$ cat config.mk
export PLATFORM = sky130hd
export DESIGN_NAME = pwl_act_simd
export DESIGN_NICKNAME = d
export VERILOG_FILES = /design/src/rtl/pwl_act_pkg.sv /design/src/rtl/pwl_lane.sv /design/src/rtl/pwl_act_simd.sv
export SDC_FILE = /design/constraint.sdc
export NUM_CORES = 2
export LEC_CHECK = 0
export CAP_MARGIN = 5
export CORE_ASPECT_RATIO = 0.6
export CORE_MARGIN = 1.5
export CORE_UTILIZATION = 40
export CTS_CLUSTER_DIAMETER = 60
export DETAILED_ROUTE_END_ITERATION = 10
export PLACE_DENSITY = 0.67
export SLEW_MARGIN = 40
export SYNTH_ARGS = -nofsm -noshare
export SYNTH_HDL_FRONTEND = slang
export SYNTH_SLANG_ARGS = --single-unit
$ cat constraint.sdc
create_clock -name clk -period 9.3 [get_ports clk]
set_input_delay 1.395 -clock clk [delete_from_list [all_inputs] [get_ports clk]]
set_output_delay 1.395 -clock clk [all_outputs]
set_load 0.1 [all_outputs]
$ cat src/rtl/pwl_act_pkg.sv
// Shared constants for the piecewise-linear sigmoid/tanh unit, defined at a 11-bit reference
// fraction and rescaled to the instance FRAC with rescale().
package pwl_act_pkg;

  localparam int     FRAC_REF = 11;
  localparam longint ONE      = longint'(1) <<< FRAC_REF;

  localparam longint BP_N6 = -6 * ONE;
  localparam longint BP_N4 = -4 * ONE;
  localparam longint BP_N2 = -2 * ONE;
  localparam longint BP_P2 =  2 * ONE;
  localparam longint BP_P4 =  4 * ONE;
  localparam longint BP_P6 =  6 * ONE;

  localparam longint M_OUTER = 60;
  localparam longint M_MID   = 250;
  localparam longint M_INNER = 390;

  localparam longint C_SEG1 = 286;
  localparam longint C_SEG2 = 584;
  localparam longint C_SEG3 = 1024;
  localparam longint C_SEG4 = 1464;
  localparam longint C_SEG5 = 1762;

  localparam longint SAT_LOW  = 5;
  localparam longint SAT_HIGH = 2043;

  localparam logic MODE_SIG  = 1'b0;
  localparam logic MODE_TANH = 1'b1;

  typedef enum logic [1:0] {
    SAT_NONE = 2'd0,
    SAT_LO   = 2'd1,
    SAT_HI   = 2'd2
  } sat_e;

  function automatic longint rescale(input longint v, input int frac);
    if (frac >= FRAC_REF) return v <<< (frac - FRAC_REF);
    return v >>> (FRAC_REF - frac);
  endfunction

endpackage

$ cat src/rtl/pwl_lane.sv
// One lane of the PWL activation datapath: S1 prescale+decode, S2 multiply-add, S3 saturate/tanh.
// Build option PWL_ROUND_EN selects round-half-up in S2 instead of arithmetic-shift truncation.
module pwl_lane
  import pwl_act_pkg::*;
#(
  parameter int W    = 16,
  parameter int FRAC = 11
) (
  input  logic                clk,
  input  logic                rst_n,
  input  logic                en_i,
  input  logic                mode_s1_i,
  input  logic                mode_s3_i,
  input  logic signed [W-1:0] x_i,
  output logic signed [W-1:0] y_o
);

  localparam logic signed [W-1:0] ONE_L      = W'(rescale(ONE, FRAC));
  localparam logic signed [W-1:0] BP_N6_L    = W'(rescale(BP_N6, FRAC));
  localparam logic signed [W-1:0] BP_N4_L    = W'(rescale(BP_N4, FRAC));
  localparam logic signed [W-1:0] BP_N2_L    = W'(rescale(BP_N2, FRAC));
  localparam logic signed [W-1:0] BP_P2_L    = W'(rescale(BP_P2, FRAC));
  localparam logic signed [W-1:0] BP_P4_L    = W'(rescale(BP_P4, FRAC));
  localparam logic signed [W-1:0] BP_P6_L    = W'(rescale(BP_P6, FRAC));
  localparam logic signed [W-1:0] M_OUTER_L  = W'(rescale(M_OUTER, FRAC));
  localparam logic signed [W-1:0] M_MID_L    = W'(rescale(M_MID, FRAC));
  localparam logic signed [W-1:0] M_INNER_L  = W'(rescale(M_INNER, FRAC));
  localparam logic signed [W-1:0] C_SEG1_L   = W'(rescale(C_SEG1, FRAC));
  localparam logic signed [W-1:0] C_SEG2_L   = W'(rescale(C_SEG2, FRAC));
  localparam logic signed [W-1:0] C_SEG3_L   = W'(rescale(C_SEG3, FRAC));
  localparam logic signed [W-1:0] C_SEG4_L   = W'(rescale(C_SEG4, FRAC));
  localparam logic signed [W-1:0] C_SEG5_L   = W'(rescale(C_SEG5, FRAC));
  localparam logic signed [W-1:0] SAT_LOW_L  = W'(rescale(SAT_LOW, FRAC));
  localparam logic signed [W-1:0] SAT_HIGH_L = W'(rescale(SAT_HIGH, FRAC));
`ifdef PWL_ROUND_EN
  localparam logic signed [2*W-1:0] RND_L = (2*W)'(longint'(1) <<< (FRAC - 1));
`endif

  // 2*x clamped to the W-bit signed range (overflow shows as MSB/next-bit disagreement)
  function automatic logic signed [W-1:0] sat_dbl(input logic signed [W-1:0] x);
    logic signed [W:0] d;
    d = {x, 1'b0};
    if (d[W] != d[W-1]) return d[W] ? {1'b1, {(W-1){1'b0}}} : {1'b0, {(W-1){1'b1}}};
    return d[W-1:0];
  endfunction

  function automatic logic signed [2*W-1:0] shr_frac(input logic signed [2*W-1:0] p);
`ifdef PWL_ROUND_EN
    return (p + RND_L) >>> FRAC;
`else
    return p >>> FRAC;
`endif
  endfunction

  logic signed [W-1:0] xs_d, m_d, c_d;
  sat_e                sat_d;
  logic signed [W-1:0] xs_p1_q, m_p1_q, c_p1_q;
  sat_e                sat_p1_q;

  always_comb begin
    xs_d  = (mode_s1_i == MODE_TANH) ? sat_dbl(x_i) : x_i;
    sat_d = SAT_NONE;
    m_d   = M_INNER_L;
    c_d   = C_SEG3_L;
    if (xs_d < BP_N6_L)      sat_d = SAT_LO;
    else if (xs_d > BP_P6_L) sat_d = SAT_HI;
    if (xs_d < BP_N4_L) begin
      m_d = M_OUTER_L;
      c_d = C_SEG1_L;
    end else if (xs_d < BP_N2_L) begin
      m_d = M_MID_L;
      c_d = C_SEG2_L;
    end else if (xs_d < BP_P2_L) begin
      m_d = M_INNER_L;
      c_d = C_SEG3_L;
    end else if (xs_d < BP_P4_L) begin
      m_d = M_MID_L;
      c_d = C_SEG4_L;
    end else begin
      m_d = M_OUTER_L;
      c_d = C_SEG5_L;
    end
  end

  // ---- S1 -> S2 boundary ----
  logic signed [2*W-1:0] m_ext, xs_ext, prod, shr;
  logic signed [W-1:0]   s_d;
  logic signed [W-1:0]   s_p2_q;
  sat_e                  sat_p2_q;

  assign m_ext  = $signed({{W{m_p1_q[W-1]}}, m_p1_q});
  assign xs_ext = $signed({{W{xs_p1_q[W-1]}}, xs_p1_q});
  assign prod   = m_ext * xs_ext;
  assign shr    = shr_frac(prod);
  assign s_d    = $signed(shr[W-1:0]) + c_p1_q;

  // ---- S2 -> S3 boundary ----
  logic signed [W-1:0] sv, y_d, y_q;

  always_comb begin
    sv = s_p2_q;
    if (sat_p2_q == SAT_LO)      sv = SAT_LOW_L;
    else if (sat_p2_q == SAT_HI) sv = SAT_HIGH_L;
    y_d = (mode_s3_i == MODE_TANH) ? (sv <<< 1) - ONE_L : sv;
  end

  // Datapath registers carry no reset: their contents only matter under a valid bit.
  always_ff @(posedge clk) begin
    if (en_i) begin
      xs_p1_q  <= xs_d;
      m_p1_q   <= m_d;
      c_p1_q   <= c_d;
      sat_p1_q <= sat_d;
      s_p2_q   <= s_d;
      sat_p2_q <= sat_p1_q;
    end
  end

  always_ff @(posedge clk or negedge rst_n) begin
    if (!rst_n)    y_q <= '0;
    else if (en_i) y_q <= y_d;
  end

  assign y_o = y_q;

endmodule

$ cat src/rtl/pwl_act_simd.sv
// N-lane piecewise-linear sigmoid/tanh unit with valid/ready backpressure; 3-stage pipe.
// Build option PWL_ROUND_EN enables round-half-up in the multiply-add stage.
module pwl_act_simd
  import pwl_act_pkg::*;
#(
  parameter int LANES = 4,
  parameter int W     = 16,
  parameter int FRAC  = 11
) (
  input  logic                 clk,
  input  logic                 rst_n,
  input  logic                 in_valid,
  output logic                 in_ready,
  input  logic                 in_mode,
  input  logic [LANES*W-1:0]   x_in,
  output logic                 out_valid,
  input  logic                 out_ready,
  output logic                 out_mode,
  output logic [LANES*W-1:0]   y_out
);

  logic adv;
  logic vld_p1_q, vld_p2_q, vld_p3_q;
  logic mode_p1_q, mode_p2_q, mode_p3_q;

  // Single global enable: the whole pipe freezes while the output beat is held.
  assign adv      = !vld_p3_q || out_ready;
  assign in_ready = adv;

  always_ff @(posedge clk or negedge rst_n) begin
    if (!rst_n) begin
      vld_p1_q  <= 1'b0;
      vld_p2_q  <= 1'b0;
      vld_p3_q  <= 1'b0;
      mode_p1_q <= MODE_SIG;
      mode_p2_q <= MODE_SIG;
      mode_p3_q <= MODE_SIG;
    end else if (adv) begin
      vld_p1_q  <= in_valid;
      vld_p2_q  <= vld_p1_q;
      vld_p3_q  <= vld_p2_q;
      mode_p1_q <= in_mode;
      mode_p2_q <= mode_p1_q;
      mode_p3_q <= mode_p2_q;
    end
  end

  assign out_valid = vld_p3_q;
  assign out_mode  = mode_p3_q;

  for (genvar i = 0; i < LANES; i++) begin : g_lane
    pwl_lane #(
      .W    (W),
      .FRAC (FRAC)
    ) u_lane (
      .clk       (clk),
      .rst_n     (rst_n),
      .en_i      (adv),
      .mode_s1_i (in_mode),
      .mode_s3_i (mode_p2_q),
      .x_i       (x_in[i*W +: W]),
      .y_o       (y_out[i*W +: W])
    );
  end

endmodule

== After elaboration in Yosys (flattened, before gate mapping) ==
Cells that the tools add are included.
Word-level totals
  input port bits: 69
  register bits: 314
  word-level logic and storage cells: 168
  output and inout port bits: 67
Operators by class
  eq/ne operators: 12
  order comparisons: 24
  muxes and demuxes: 60
  reductions and logical operators: 10
  add/subtract/negate cells: 8
  multiply operators: 4
Operator list (number)
  16-bit two-way mux: 28
  16-bit by 14-bit less-than comparator with 1-bit output (second input constant): 8
  16-bit by 15-bit less-than comparator with 1-bit output (second input constant): 8
  10-bit two-way mux: 12
  10-bit by 16-bit multiplier with 26-bit output: 4
  16-bit adder: 4
  16-bit by 15-bit > comparator with 1-bit output (second input constant): 4
  16-bit by 13-bit less-than comparator with 1-bit output (second input constant): 4
  8-bit two-way mux: 8
  16-bit by 13-bit subtractor with 16-bit output (second input constant): 4
  9-bit two-way mux: 4
  3-bit OR reduction: 4
  2-bit by 1-bit equality test with 1-bit output (second input constant): 4
  2-bit equality test (second input constant): 4
  2-bit two-way mux: 4
  2-bit OR reduction: 4
  1-bit two-way mux: 4
  1-bit != test: 4
  1-bit logical NOT: 1
  1-bit logical OR: 1

== Longest topological paths before layout ==
  depth after elaboration: 8
  mapped depth: 32
  depth with buffers taken out: 30

== By module ==
Synthesis repeated with hierarchy kept, for this count alone.
Unflattened totals
  cells, all modules: 3078
  area total of the unflattened synthesis: 30807.0 um^2
Modules (own cells, without submodules)
  pwl_lane (g_lane[0].u_lane): seq. area each 1841.8 um^2, instances 1, area each 7726.2 um^2, cells an instance 783
  pwl_lane (g_lane[2].u_lane): seq. area each 1841.8 um^2, instances 1, area each 7648.6 um^2, cells an instance 767
  pwl_lane (g_lane[3].u_lane): seq. area each 1841.8 um^2, instances 1, area each 7633.6 um^2, cells an instance 767
  pwl_lane (g_lane[1].u_lane): seq. area each 1841.8 um^2, instances 1, area each 7541.0 um^2, cells an instance 747
  pwl_act_simd: seq. area each 150.1 um^2, instances 1, area each 257.7 um^2, cells an instance 14

== Worst setup path after synthesis ==
Ideal clock, no wire load.
  kind: input port to output port
  from: in out_ready
  to: out in_ready
  cell stages on the path: 4
  data required time: 7905 ps
  path slack: 35 ps
  arrival: 7870 ps
  path buffers: 2
  cells stage by stage: nor2b_1 clkbuf_1 clkinv_1 clkbuf_1
On the way
  longest elaborated chain between the ends: 1
RTL lines
  start, declared: line pwl_act_simd.sv:17  | input logic out_ready,
  1-bit logical OR: line pwl_act_simd.sv:27  | assign adv = !vld_p3_q || out_ready;
  end, declared: line pwl_act_simd.sv:13  | output logic in_ready,
No other way between the ends.

== Final worst setup path ==
  from: reg g_lane[2].u_lane.m_p1_q[5]
  to: reg g_lane[2].u_lane.s_p2_q[15], data pin
On the way
  longest elaborated chain between the ends: 2
RTL lines
  start, declared: line pwl_lane.sv:57  | logic signed [W-1:0] xs_p1_q, m_p1_q, c_p1_q;
  start signal, assigned: line pwl_lane.sv:111  | m_p1_q <= m_d;
  10-bit by 16-bit multiplier with 26-bit output: line pwl_lane.sv:93  | assign prod = m_ext * xs_ext;
  16-bit adder: line pwl_lane.sv:95  | assign s_d = $signed(shr[W-1:0]) + c_p1_q;
  via g_lane[2].u_lane.s_d[15]: line pwl_lane.sv:87  | logic signed [W-1:0] s_d;
  end signal, assigned: line pwl_lane.sv:114  | s_p2_q <= s_d;
  end, declared: line pwl_lane.sv:88  | logic signed [W-1:0] s_p2_q;
The timed path passes the listed nets, and every way through them passes these cells.
A chain may end at the register's enable or synchronous reset.

==> impl_summary.txt <==
----------------------------------------------------
[Outcome]
  Run status ... complete, but fails checks
  Violations in the final reports ... DRC

[Synthesis]
  Adder-cell share of the synthesized area ... 0.385
  Post-synth EDFFs ... approximately 190
  XOR/XNOR Fraction of Synth Area ... 0.0497
  Dominant combinational cell family by area after synthesis ... adder cells
  Asr flop ratio synth ... 0.267
  Count of distinct cell types in the synthesized netlist ... between 80 and 90
  Instance count of the mapped netlist ... 3,041
  Average cell area after synthesis ... approximately 10 µm²
  Sequential-to-total area share from yosys stat ... 0.250
  Net count after synthesis ... 3,805
  Simple-gate area share of the yosys netlist ... 0.134
  Syn. warnings ... 0
  Compound-cell area share of the yosys netlist ... 0.107
  Most common flop cell mapped by yosys ... sky130_fd_sc_hd__edfxtp_1
  Share of cell area taken by muxes after synthesis ... 0.0126
  Synth Cell Area ... ~30,000 µm²
  Post-synthesis register bit count ... 262

[Timing]
  Number of setup violations in the final report ... 0
  Worst rel slew slack ... 0.432
  Clock period minus worst slack ... ~7.7 ns
  Setup TNS after final layout ... 0 ns
  Final slew viol count ... 0
  Setup clock skew after layout ... between 0.02 and 0.03 ns
  RSZ-0062 raised after global routing ... false
  Final setup slack of the worst path ... approximately 1.6 ns
  Maximum clock frequency ... between 100 and 150 MHz
  Number of hold violations in the final report ... 0
  Minimum hold slack ... 0.418 ns
  Share of the cycle needed by the critical path after routing ... 0.830
  Pin slew with the least headroom to its limit ... between 0.8 and 0.9 ns

[GRT]
  Global-route usage over all layers ... 0.190
  Maximum number of pins on one net before global-route repair ... 73
  Via count of the first global-routing pass ... approximately 21k
  Antenna violations before repair ... 4
  GR Overflow Total ... 0
  First-pass GRT wire length ... around 120,000 µm

[Placement]
  Detailed Place HPWL ... 58,600 µm
  # port buffers ... around 140
  Worst Setup Slack post-DPL ... approximately 1.6 ns
  Cell area after placement ... approximately 32,000 µm²
  Final weighted congestion in routability-driven placement ... 0.897

[Detailed routing]
  WL final ... approximately 72,000 µm
  Routed via count divided by cell count ... 5.10
  Number of DRC markers in iteration 0 ... between 1.5k and 2k
  Overall via count from detail_route ... ~21k
  Average wire length per cell after detail routing ... 17.3 µm
  Drt pass-1 iters ... 8
  Number of nets with antenna violations after detailed routing ... 0
  Total DRC errors in the routed layout ... 8

[Layout]
  Most common cell after layout, fill and taps aside ... sky130_fd_sc_hd__inv_1
  Antenna Diode Count ... 0
  Final cell area excluding filler cells ... between 30,000 and 40,000 µm²
  Area of all sequential standard cells ... 7520 µm²
  Fraction of final layout cells sized beyond drive strength 1 ... 0.0666
  Most used cells in the layout excluding fill and tap cells ... 395 x sky130_fd_sc_hd__inv_1, 356 x sky130_fd_sc_hd__fa_1, 339 x sky130_fd_sc_hd__ha_1
  Fill cell total of the finished layout ... a little over 7k
  Area taken by multi-input logic gates ... 20,700 µm²
  Relative area change from synthesis to final layout ... 10.9%
  Final layout net count ... 3,890

[Floorplan]
  Site Rows ... 77
  Chip width ... between 300 and 400 µm
  Die height ... about 220 µm
  Die area ... a little under 80,000 µm²
  # IOs ... between 100 and 150
  Initial core utilization ... 0.406
  Std-Cell Core Area ... around 74,000 µm²

[Critical path]
  Standard cell with the maximum stage delay on the critical path ... sky130_fd_sc_hd__edfxtp_1
  Data arrival, critical path ... between 8 and 9 ns
  Critical path launch point type ... flip-flop
  Worst-path fanout max ... 23
  Worst path max stage delay ... between 0.8 and 0.9 ns
  CP dominant cell by count ... sky130_fd_sc_hd__o21a_1
  Data required, critical path ... just under 10 ns
  Crit path capture type ... flip-flop
  Startpoint-to-endpoint class of the critical path ... flip-flop to flip-flop

[CTS]
  Post-CTS clock slew at the launch and capture registers of the worst setup and hold paths ... 0.06 ns
  Clock sink count ... ~260
  Num CTS Buffers ... 37
  Number of buffers inserted by post-CTS setup repair ... 0
  Clock network latency to the later pin of the worst-skew pair ... about 0.57 ns
  Post-cts gate resize count ... 0
  Hold Buf Count CTS ... 0
  CTS tree ... built
  Maximum number of buffers from clock root to sink ... 3
  Deepest level of the CTS H-tree ... 2
  Cell at the root of the clock tree ... sky130_fd_sc_hd__clkbuf_16

[Min path]
  Class of the most critical hold timing path ... flip-flop to flip-flop

[Flow run]
  Max Cap Viol ... 0

----------------------------------------------------
cell type report:
type,instances,share of cell area
flip-flops and latches,262,0.225
inverters,397,0.0449
clock buffers,42,0.0296
repair buffers,146,0.0333
clock inverters,25,0.00863
well taps,987,0.0370
multi-input cells,2282,0.621
sequential cells by signal, summed over array words and instances, names as in the netlist:
signal	count
g_lane.u_lane.m_p1_q	20
mode_p2_q	1
vld_p2_q	1
g_lane.u_lane.sat_p1_q	8
out_mode	1
out_valid	1
g_lane.u_lane.s_p2_q	64
mode_p1_q	1
g_lane.u_lane.sat_p2_q	8
g_lane.u_lane.c_p1_q	28
g_lane.u_lane.y_o	64
g_lane.u_lane.xs_p1_q	64
vld_p1_q	1
kinds of logic after synthesis:
family                     after synthesis
and+or+nand+nor                        847
DFF                                    262
muxes                                   34
buffers and inverters                  497
AOI/OAI and AO/OA                      517
xor gates and xnor gates               169
adders and majority gates              715
per-stage QoR:
stage | cells | utilization
global route | 4141 | 0.451
floorplan | 3041 | -
CTS | 4140 | 0.450
finish | 4141 | 0.451
global placement | 4073 | 0.437
detailed placement | 4073 | 0.433
synthesized netlist by cell type, types with 8 or more instances:
master	count	area (µm²)
sky130_fd_sc_hd__a211oi_1	11	82.6
sky130_fd_sc_hd__a21o_1	28	210
sky130_fd_sc_hd__a21oi_1	227	1140
sky130_fd_sc_hd__a311o_1	9	90.1
sky130_fd_sc_hd__a31oi_1	16	100
sky130_fd_sc_hd__and2_1	200	1250
sky130_fd_sc_hd__and3_1	18	113
sky130_fd_sc_hd__clkbuf_1	92	345
sky130_fd_sc_hd__dfrtp_1	70	1750
sky130_fd_sc_hd__edfxtp_1	192	5770
sky130_fd_sc_hd__fa_1	356	7130
sky130_fd_sc_hd__ha_1	339	4240
sky130_fd_sc_hd__inv_1	395	1480
sky130_fd_sc_hd__maj3_1	20	200
sky130_fd_sc_hd__mux2_2	32	360
sky130_fd_sc_hd__nand2_1	310	1160
sky130_fd_sc_hd__nand2b_1	10	62.6
sky130_fd_sc_hd__nand3_1	25	125
sky130_fd_sc_hd__nand4_1	9	56.3
sky130_fd_sc_hd__nor2_1	185	694
sky130_fd_sc_hd__nor2b_1	13	81.3
sky130_fd_sc_hd__nor3_1	33	165
sky130_fd_sc_hd__nor4_1	15	93.8
sky130_fd_sc_hd__o211ai_1	9	67.6
sky130_fd_sc_hd__o21a_1	20	150
sky130_fd_sc_hd__o21ai_0	100	500
sky130_fd_sc_hd__o21bai_1	18	135
sky130_fd_sc_hd__or2_2	8	50.1
sky130_fd_sc_hd__xnor2_1	95	832
sky130_fd_sc_hd__xor2_1	72	631
worst paths after layout:
| check | startpoint | to | slack, ns | cells past startpoint |
|---|---|---|---|---|
| max | g_lane[2].u_lane.m_p1_q[5]$_SDFFCE_PP1P_ | g_lane[2].u_lane.s_p2_q[15]$_DFFE_PP_ | 1.58 | 29 |
| min | g_lane[0].u_lane.sat_p1_q[1]$_SDFFCE_PP0P_ | g_lane[0].u_lane.sat_p2_q[1]$_DFFE_PP_ | 0.42 | 0 |
| max reg2reg | g_lane[2].u_lane.m_p1_q[5]$_SDFFCE_PP1P_ | g_lane[2].u_lane.s_p2_q[15]$_DFFE_PP_ | 1.58 | 29 |
| min reg2reg | g_lane[0].u_lane.sat_p1_q[1]$_SDFFCE_PP0P_ | g_lane[0].u_lane.sat_p2_q[1]$_DFFE_PP_ | 0.42 | 0 |
| max in group asynchronous | rst_n | mode_p2_q$_DFFE_PN0P_ | 7.75 | 2 |
| min in group asynchronous | rst_n | g_lane[3].u_lane.y_o[12]$_DFFE_PN0P_ | 0.68 | 1 |
metal layers:
layer,vias up,wire [µm],global-route usage
met2,553,25900,0.239
met5,-,0,0
li1,10323,-,-
met3,57,7130,0.0587
met1,10169,38000,0.313
met4,0,864,0.0325
critical path: cells and delay by family, from the launching register on:
| family | cells | cell delay (ns) |
|---|---|---|
| AO/OA/AOI/OAI | 14 | 3.00 |
| adder cells (fa/ha/maj) | 7 | 2.56 |
| XOR/XNOR | 2 | 0.38 |
| AND/OR/NAND/NOR | 4 | 0.66 |
| buffers and inverters | 2 | 0.10 |
| flip-flops | 1 | 0.87 |
Power is not shown: default switching activity piles up to over one toggle a cycle in this logic, so the estimate is an artifact.
